## src/rtl/vermibus_pkg.sv

```systemverilog
// vermibus_pkg: shared Vermibus widths, request bundle and arbiter state type
package vermibus_pkg;
    localparam int ADDR_W = 32;
    localparam int DATA_W = 32;
    localparam int STRB_W = 4;

    typedef struct packed {
        logic [ADDR_W-1:0] address;
        logic [STRB_W-1:0] wstrobe;
        logic [DATA_W-1:0] wdata;
    } vermibus_req_t;

    typedef enum bit { ARB_IDLE, ARB_BUSY } arb_state_t;
endpackage

```

## src/rtl/vermibus_rr_pick.sv

```systemverilog
// vermibus_rr_pick: two-way round-robin picker favouring the initiator not served last
module vermibus_rr_pick (
    input  logic [1:0] req,
    input  logic       last,
    output logic       sel
);
    assign sel = &req ? ~last : req[1];
endmodule

```

## src/rtl/vermibus_arbiter.sv

```systemverilog
// vermibus_arbiter: round-robin two-initiator to one-responder Vermibus arbiter with transaction lock
module vermibus_arbiter
    import vermibus_pkg::*;
(
    input  logic              clk,
    input  logic              reset,
    input  logic              m0_valid,
    input  logic [ADDR_W-1:0] m0_address,
    input  logic [STRB_W-1:0] m0_wstrobe,
    input  logic [DATA_W-1:0] m0_wdata,
    output logic [DATA_W-1:0] m0_rdata,
    output logic              m0_ready,
    output logic              m0_irq,
    input  logic              m1_valid,
    input  logic [ADDR_W-1:0] m1_address,
    input  logic [STRB_W-1:0] m1_wstrobe,
    input  logic [DATA_W-1:0] m1_wdata,
    output logic [DATA_W-1:0] m1_rdata,
    output logic              m1_ready,
    output logic              m1_irq,
    output logic              s_valid,
    output logic [ADDR_W-1:0] s_address,
    output logic [STRB_W-1:0] s_wstrobe,
    output logic [DATA_W-1:0] s_wdata,
    input  logic [DATA_W-1:0] s_rdata,
    input  logic              s_ready,
    input  logic              s_irq
);
    arb_state_t    state, state_n;
    logic          owner, owner_n, last, last_n, pick, sel, sel_d;
    vermibus_req_t req0, req1, s_req;

    vermibus_rr_pick u_pick (
        .req  ({m1_valid, m0_valid}),
        .last (last),
        .sel  (pick)
    );

    assign sel   = (state == ARB_BUSY || !(m0_valid | m1_valid)) ? owner : pick;
    // during reset the datapath parks on initiator 0 and all handshakes are masked
    assign sel_d = reset & sel;
    assign req0  = '{address: m0_address, wstrobe: m0_wstrobe, wdata: m0_wdata};
    assign req1  = '{address: m1_address, wstrobe: m1_wstrobe, wdata: m1_wdata};
    assign s_req = sel_d ? req1 : req0;

    assign s_valid   = reset & (sel_d ? m1_valid : m0_valid);
    assign s_address = s_req.address;
    assign s_wstrobe = s_req.wstrobe;
    assign s_wdata   = s_req.wdata;
    assign m0_ready  = s_ready & s_valid & ~sel_d;
    assign m1_ready  = s_ready & s_valid & sel_d;
    assign m0_rdata  = s_rdata;
    assign m1_rdata  = s_rdata;
    assign m0_irq    = s_irq;
    assign m1_irq    = 1'b0;

    always_comb begin
        state_n = state;
        owner_n = owner;
        last_n  = last;
        if (state == ARB_IDLE) begin
            if (s_valid & ~s_ready) begin
                state_n = ARB_BUSY;
                owner_n = sel;
            end else if (s_valid) begin
                last_n = sel;
            end
        end else if (s_ready) begin
            state_n = ARB_IDLE;
            last_n  = owner;
        end else if (!s_valid) begin
            state_n = ARB_IDLE;
        end
    end

    always_ff @(posedge clk) begin
        if (!reset) begin
            state <= ARB_IDLE;
            owner <= 1'b0;
            last  <= 1'b1;
        end else begin
            state <= state_n;
            owner <= owner_n;
            last  <= last_n;
        end
    end
endmodule

```

## config.mk

```make
export PLATFORM = sky130hd
export DESIGN_NAME = vermibus_arbiter
export DESIGN_NICKNAME = d
export VERILOG_FILES = /design/src/rtl/vermibus_pkg.sv /design/src/rtl/vermibus_rr_pick.sv /design/src/rtl/vermibus_arbiter.sv
export SDC_FILE = /design/constraint.sdc
export NUM_CORES = 1
export LEC_CHECK = 0
export ABC_AREA = 1
export BUFFER_PORTS_ARGS = -buffer_cell sky130_fd_sc_hd__buf_2
export CAP_MARGIN = 20
export CORE_AREA = 5 5 117 119
export DETAILED_ROUTE_END_ITERATION = 8
export DIE_AREA = 0 0 122 124
export PLACE_DENSITY = 0.48
export SYNTH_ARGS = -nofsm -noshare
export SYNTH_HDL_FRONTEND = slang
export SYNTH_SLANG_ARGS = --single-unit
```

## constraint.sdc

```tcl
create_clock -name clk -period 1.1 [get_ports clk]
set_input_delay 0.11 -clock clk [delete_from_list [all_inputs] [get_ports clk]]
set_output_delay 0.11 -clock clk [all_outputs]
set_load 0.1 [all_outputs]
```

==> results of run 1 <==
registers in the layout (all words and copies together), names as in the netlist:
signal	flops
owner	1
state	1
last	1
timing repair:
item / 4_1_cts / 5_1_grt
cloned: 5 / 3
pin swaps: 3 / 10
gates resized for setup: 82 / 28
setup endpoints to repair: 73 / 73
hold buffers: 0 / 0
buffers inserted: 4 / 4
power by group:
part           total (mW)  internal (mW)  switching, mW  leakage (nW)
combinational        4.98           1.85           3.13          2.37
sequential          0.128          0.120        0.00830        0.0252
clock               0.588          0.479          0.109        0.0382
total                5.70           2.44           3.25          2.43
worst register-to-register path, delay by kind of cell, from the launching register on:
family,cells,cell delay [ns]
buffers and inverters,4,0.33
flip-flops,1,0.34
AND/OR/NAND/NOR,7,0.50
cell type report:
| class | instances | area [µm²] |
|---|---|---|
| repair buffers | 236 | 2520 |
| multi-input cells | 229 | 2390 |
| fillers | 1196 | 7140 |
| repair inverters | 1 | 8.76 |
| flip-flops and latches | 3 | 63.8 |
| inverters | 8 | 51.3 |
| well taps | 172 | 215 |
| clock buffers | 4 | 78.8 |
metal layers:
layer / up-vias / track usage, %
li1: 1205 / -
met1: 1160 / 10.9
met2: 172 / 20.3
met3: 14 / 5.63
met4: 0 / 3.29
met5: - / 0
synthesized netlist by cell type (all sizes together):
cell type / number
dfxtp: 3
conb: 1
inv: 8
nand2: 216
nand3: 6
nand4: 1
buf: 80
nor2: 5
layout by cell type (no fill, tap or decap):
cell type                    instances
sky130_fd_sc_hd__inv_6               1
sky130_fd_sc_hd__buf_6               5
sky130_fd_sc_hd__nor2_2              1
sky130_fd_sc_hd__buf_8               1
sky130_fd_sc_hd__clkinvlp_4          1
sky130_fd_sc_hd__inv_4               2
sky130_fd_sc_hd__inv_12              1
sky130_fd_sc_hd__nor2_1              2
sky130_fd_sc_hd__nand2_8            71
sky130_fd_sc_hd__clkbuf_16           6
sky130_fd_sc_hd__buf_4               8
sky130_fd_sc_hd__nor2_4              2
sky130_fd_sc_hd__buf_16              4
sky130_fd_sc_hd__nand2_2            96
sky130_fd_sc_hd__nand4_1             1
sky130_fd_sc_hd__nand3_4             3
sky130_fd_sc_hd__nand2_4             7
sky130_fd_sc_hd__inv_1               4
sky130_fd_sc_hd__nand2_1            42
sky130_fd_sc_hd__nand3_2             3
sky130_fd_sc_hd__conb_1              1
sky130_fd_sc_hd__buf_12             75
sky130_fd_sc_hd__clkbuf_1            1
sky130_fd_sc_hd__dfxtp_2             3
sky130_fd_sc_hd__buf_2             140
stage by stage:
step	setup TNS [ns]	setup slack [ns]	hold WS (ns)
6_report	-41.79	-0.641	0.126
5_1_grt	-47.38	-0.707	0.139
4_1_cts	-42.91	-0.634	0.116
3_5_place_dp	-29.73	-0.476	0.221
3_3_place_gp	-27.08	-0.419	0.221
2_1_floorplan	-16.39	-0.305	0.182
kinds of logic (layout without fill, tap and decap cells):
group | count (synthesis) | after routing
other cells | 1 | 1
simple gates | 228 | 228
flops | 3 | 3
buf+inv | 88 | 249
worst paths after layout:
| check | start | to | depth (start not counted) |
|---|---|---|---|
| max | state$_SDFF_PN0_ | s_wdata[2] | 9 |
| min | s_ready | state$_SDFF_PN0_ | 2 |
| max reg2reg | state$_SDFF_PN0_ | last$_SDFFE_PN1P_ | 11 |
| min reg2reg | last$_SDFFE_PN1P_ | last$_SDFFE_PN1P_ | 2 |
==> out/summary.md, run 1 <==
The flow ran to the end, but the final reports show violations. The final reports fail on setup timing. After routing the design area is 0.00532 mm².

The tools report the number of buffers between clock root and the deepest sink as 2. The tools report the number of global-route vias before repair as 2,812. The logs give 2,551 for the number of vias in the routed layout and 13,500 µm for the first-pass GRT wire length. Cells with a size suffix above 1 make up 89.4% of the layout. The core region area was 0.0125 mm²; the synthesized flop and latch total was 3.

The detail route stage leaves a number of antenna-violating nets equal to 0. The logs give 9240 µm for the final wirelength and 320 for the number of instances in the synthesized netlist. On the worst path, the slowest cell contributes a delay of 0.33 ns. The tools report the final clock skew as 0.00174 ns. The logs give 0 for the total DRC errors in the routed layout and 0.00466 mm² for the post-placement cell area. The tool flagged a number of max-cap violations equal to 0. The synthesized netlist devotes 0% of its cell area to XOR and XNOR gates. For the worst setup path, the data required time is 0.99 ns. At the worst endpoint, the arrival time is 1.63 ns.

The number of antenna violations at the first check in global routing is 0. From synthesis to final layout, the design area changed by 241%. Number of CTS-inserted buffers: 3. The final non-filler cell total was 653; the peak ir drop on the vdd network was 0.650 mV. The starting density of the core was 12.5%; the static leakage was 2.43 nW. Clock-pin slew was measured on the worst setup and hold paths at 0.03 ns. The run gives 1340 µm as the met3 wire length. The design draws 5.70 mW. Measured against the total synthesized area, the mux share comes to 0%. The largest driver fanout on the critical path was 23.

After synthesis, the cell types taking the most area are sky130_fd_sc_hd__nand2_1 51%, sky130_fd_sc_hd__buf_4 32%, sky130_fd_sc_hd__dfxtp_1 3.8%, sky130_fd_sc_hd__buf_2 3.2%, sky130_fd_sc_hd__buf_6 2.2%. Summing the areas of all compound-gate instances in the mapped netlist gives 0% of the synthesized area. Final standard cell utilization of the core: 42.7%. The wire-length estimate of the detail-placed layout is 7320 µm. The cell family contributing the most delay on the critical path was simple AND/OR/NAND/NOR gates. Combined global-route utilization of all metal layers: 11.0%. Across all register-to-register paths, the minimum setup slack is -0.17 ns. The synthesized design devotes to its leading area cell type 51.2% of total area.

Clock tree synthesis found a total of 3 sinks. The run gives -0.641 ns as the final worst-path setup slack. After the last flow step, the layout net total stands at 656.

The tools report the count of final max-slew check failures as 0. For the warning count from the yosys run, the log shows 0. The synthesized netlist contains 14 unique library cells. In this run, the number of DRC markers left after iteration 0 of detailed routing was 70. The ratio of total power to cell area is 1070 mW/mm², and the share of the yosys chip area belonging to registers is 3.85%.

In this run the worst hold path is classified as in -> reg. Number of setup violations in the final report: 73. In this run the tool buffered the top-level ports with 211 buffer cells. Among all stages on the critical path, the largest delay is contributed by sky130_fd_sc_hd__dfxtp_2. The adder-cell share of the synthesized area was 0%; the mean instance size in the synthesized netlist was 4.88 µm².

The fmax was 0.574 GHz; the time the final worst path needs with I/O delays and setup was 1.74 ns. The largest total area in the synthesized netlist belongs to sky130_fd_sc_hd__nand2_1. The type of element launching the critical path is a flip-flop.

The die is 124 µm tall. The routability congestion estimate was 0.839. Dividing the detail-routed via count by the number of cells gives 3.91.

The critical path buffer and inverter count was 3. The tools report the final-report hold violation count as 0. Traced cell by cell, the critical path runs through inv_4 > nand2_4 > nand2_4 > nand2_4 > nand2_8 > buf_12 > nand2_1 > nand2_8 > buf_12. Dividing the final minimum period by the clock period gives 158%. Setup repair after global routing could not meet its margin everywhere. The remaining global-route overflow is 0.

The worst setup path is of the reg -> out kind. The wire length on met1 is 2830 µm, and the wire length on met2 is 4900 µm. Before antenna repair, the detailed router went through 4 iterations. The die area was 0.0151 mm².

The initialized floorplan defines 41 standard-cell rows. The root buffer cell chosen for the clock tree is sky130_fd_sc_hd__clkbuf_16. The cell count after placement was 633. For the largest net degree at the start of global routing, the log shows 24. By instance count, the cell type seen most on the critical path is sky130_fd_sc_hd__nand2_4. Dividing the detail-routed wire length by the instance count gives 14.2 µm.

The tools report the number of I/O pins as 311. By area, the combinational part of the netlist is dominated by simple AND/OR/NAND/NOR gates. The number of diodes added for antenna fixing was 0; the simple logic cell fraction of the synthesized area was 56.3%. The tools report the clock insertion delay at the later pin of the skew report as 0.23 ns. The number of nets handed over by synthesis was 494. TritonCTS built the clock tree. The H-tree depth reported by CTS was 1.

The endpoint type of the worst setup path was an output pin. In this run the top signal layer used is met4. The die extent in x works out to 122 µm. Summing every instance area after synthesis gives 0.00156 mm².
Power figures use the tool's default switching activity.
==> run 2, diff against run 1 <==
SETUP_SLACK_MARGIN = 0.1   (was unset)
==> run 2 against run 1 <==
  * The flow still finishes with violations (setup timing)
  * Die area did not move
  * Critical endpoint unchanged
  * Cell count unchanged
  * Maximum frequency about the same
  * Core utilization is essentially flat
  * Count of clock-buffer cells in the layout is the same
==> out/summary.md, run 2 (synthesized netlist as in run 1, its figures left out) <==
The ratio of total power to cell area is 1070 mW/mm², and the detailed placer's ending HPWL is 7320 µm. After detailed routing, the average wire length per cell comes to 14.2 µm. The final reports fail on setup timing. The time the final worst path needs with I/O delays and setup is 1.74 ns, and the combined global-route utilization of all metal layers is 11.0%.

CTS saw 3 sinks. From synthesis to final layout, the design area changed by 241%. The min-delay analysis places its worst path in the category in -> reg. The library cell used most frequently in the layout, excluding fill and tap cells, is sky130_fd_sc_hd__buf_2. 0 antenna diodes ended up in the layout. Of the cells placed in the final design, the portion with a size suffix greater than 1 is 89.6%.

The die height is 124 µm. After the first detailed-routing iteration, the DRC count stood at 59. Cells fill 42.7% of the core in the end. The final worst-path setup slack is -0.642 ns.

The first-pass iteration count of the detailed router came out at 4. The number of global-route vias before repair is 2,811, and the core region area is 0.0125 mm². For the worst setup path, the data arrival time is 1.63 ns. For the worst-skew pair, the clock arrives at the later sink with an insertion delay of 0.23 ns. In the final layout, the registers with the most flip-flops are last x1, owner x1, state x1. Power comes to 5.70 mW. Global routing finished with a remaining overflow of 0.

The worst-case hold slack is 0.126 ns, and the final non-filler cell total is 653. The kind of cell with the highest combined delay along the critical path is simple AND/OR/NAND/NOR gates. The logs give 3 for the number of CTS-inserted buffers and 0 for the count of final max-slew check failures. The largest net degree at the start of global routing is 24, and the count of maximum capacitance violations is 0. In the layout the commonest cells are 140 x sky130_fd_sc_hd__buf_2, 97 x sky130_fd_sc_hd__nand2_2, 75 x sky130_fd_sc_hd__buf_12.

STA classifies the critical path startpoint as a flip-flop. The number of antenna violations at the first check in global routing is 0, and the share of the clock period used by the worst path is 158%. The first-pass GRT wire length came out at 13,500 µm. Measured along the x axis, the die boundary spans 122 µm.

For the count of hold buffers inserted by post-cts repair, the log shows 0. Once placement completed, the tool counted placed cells totaling 633. The count of nets left with antenna violations once routing finished came out at 0.

For this design the top-level I/O count stands at 311. Based on the critical path, the design can be clocked at up to 0.574 GHz. The final wirelength came out at 9240 µm.

Die area: 0.0151 mm². The final clock skew was 0.00174 ns; the number of buffer cells added on primary ports was 211. In this run the worst path has a maximum fanout of 23. The peak ir drop on the vdd network was 0.650 mV; the routability congestion estimate was 0.839. The flow ran to the end, but the final reports show violations. The number of setup violations in the final report is 73.

Setup repair after global routing could not meet its margin everywhere. The master of the slowest instance on the critical path was sky130_fd_sc_hd__dfxtp_2. The tree is rooted in a sky130_fd_sc_hd__clkbuf_16. The H-tree depth reported by CTS was 1; the number of rows created at floorplan was 41. The tools report the net count reported at finish as 656. Cell repeated most along the worst path: sky130_fd_sc_hd__nand2_4. TritonCTS built the clock tree. For the worst setup path, the data required time is 0.99 ns. The final-report hold violation count is 0.

The starting density of the core was 12.5%. For this block, the via count after detailed routing is 2,558. At the placement stage, the worst setup path has a slack of -0.476 ns.

The critical path contains buffers and inverters numbering 3 combined. On the worst path, the slowest cell contributes a delay of 0.33 ns. The worst setup path is of the reg -> out kind.

The worst setup path is captured at an output pin. The tools report the fill cell total of the finished layout as 1,196. Walking the worst path, the cells encountered are inv_4 > nand2_4 > nand2_4 > nand2_4 > nand2_8 > buf_12 > nand2_1 > nand2_8 > buf_12.

The clock slew at the register clock pins of the worst setup and hold paths is 0.03 ns, and the average vias per placed instance is 3.92. The clock passes through at most 2 buffers. The static leakage came out at 2.43 nW. In the routed design, unresolved DRC markers number 0.
[run 2: changes by cell type in the layout (fill, tap and decap cells not counted)]
cell and change:
sky130_fd_sc_hd__nand2_2 +1, sky130_fd_sc_hd__nand2_1 -1
[run 2: routing by layer]
metal  track usage, %  routed length (µm)
met5                0                   0
met4             3.29                 172
met3             5.63                1340
met2             20.3                4900
met1             10.9                2840
[run 2: layout make-up]
cell class / instances / area [µm²] / area share [%]
timing repair buffer: 236 / 2520 / 47.3
timing repair inverter: 1 / 8.76 / 0.164
clock buffer: 4 / 78.8 / 1.48
tap: 172 / 215 / 4.04
inverter: 8 / 51.3 / 0.963
sequential: 3 / 63.8 / 1.20
multi-input combinational: 229 / 2390 / 44.9
[run 2: timing repair]
item	4_1_cts	5_1_grt
gates cloned	5	3
buffers inserted	4	4
resized for setup	82	29
pin swaps	3	10
setup endpoints to repair	74	74
[run 2: through the flow]
stage          instance area [µm²]  setup TNS (ns)
3_3_place_gp                  4660          -27.08
4_1_cts                       5120          -42.92
2_1_floorplan                 2800          -16.39
6_report                      5330          -41.72
5_1_grt                       5330          -47.36
3_5_place_dp                  4660          -29.73
[run 2: worst reg2reg max path: stages, from the launching register on]
cell and delay [ns]:
sky130_fd_sc_hd__dfxtp_2 0.34, sky130_fd_sc_hd__inv_4 0.05, sky130_fd_sc_hd__nand2_4 0.06, sky130_fd_sc_hd__buf_4 0.11, sky130_fd_sc_hd__nand3_2 0.06, sky130_fd_sc_hd__nand2_2 0.08, sky130_fd_sc_hd__inv_4 0.05, sky130_fd_sc_hd__nand3_4 0.11
sky130_fd_sc_hd__buf_6 0.12, sky130_fd_sc_hd__nand2_1 0.04, sky130_fd_sc_hd__nand2_1 0.07, sky130_fd_sc_hd__nand3_2 0.07
[run 2: final timing paths]
| check | start | to | cells after the start | slack (ns) |
|---|---|---|---|---|
| setup / recovery | state$_SDFF_PN0_ | s_wdata[2] | 9 | -0.64 |
| hold / removal | s_ready | state$_SDFF_PN0_ | 2 | 0.13 |
| setup reg to reg | state$_SDFF_PN0_ | last$_SDFFE_PN1P_ | 11 | -0.17 |
| hold reg to reg | last$_SDFFE_PN1P_ | last$_SDFFE_PN1P_ | 2 | 0.49 |
[run 2: where the power goes]
group | internal [mW] | leakage [nW] | switching, mW
clock network | 0.479 | 0.0382 | 0.108
registers | 0.120 | 0.0252 | 0.00836
logic | 1.85 | 2.37 | 3.13
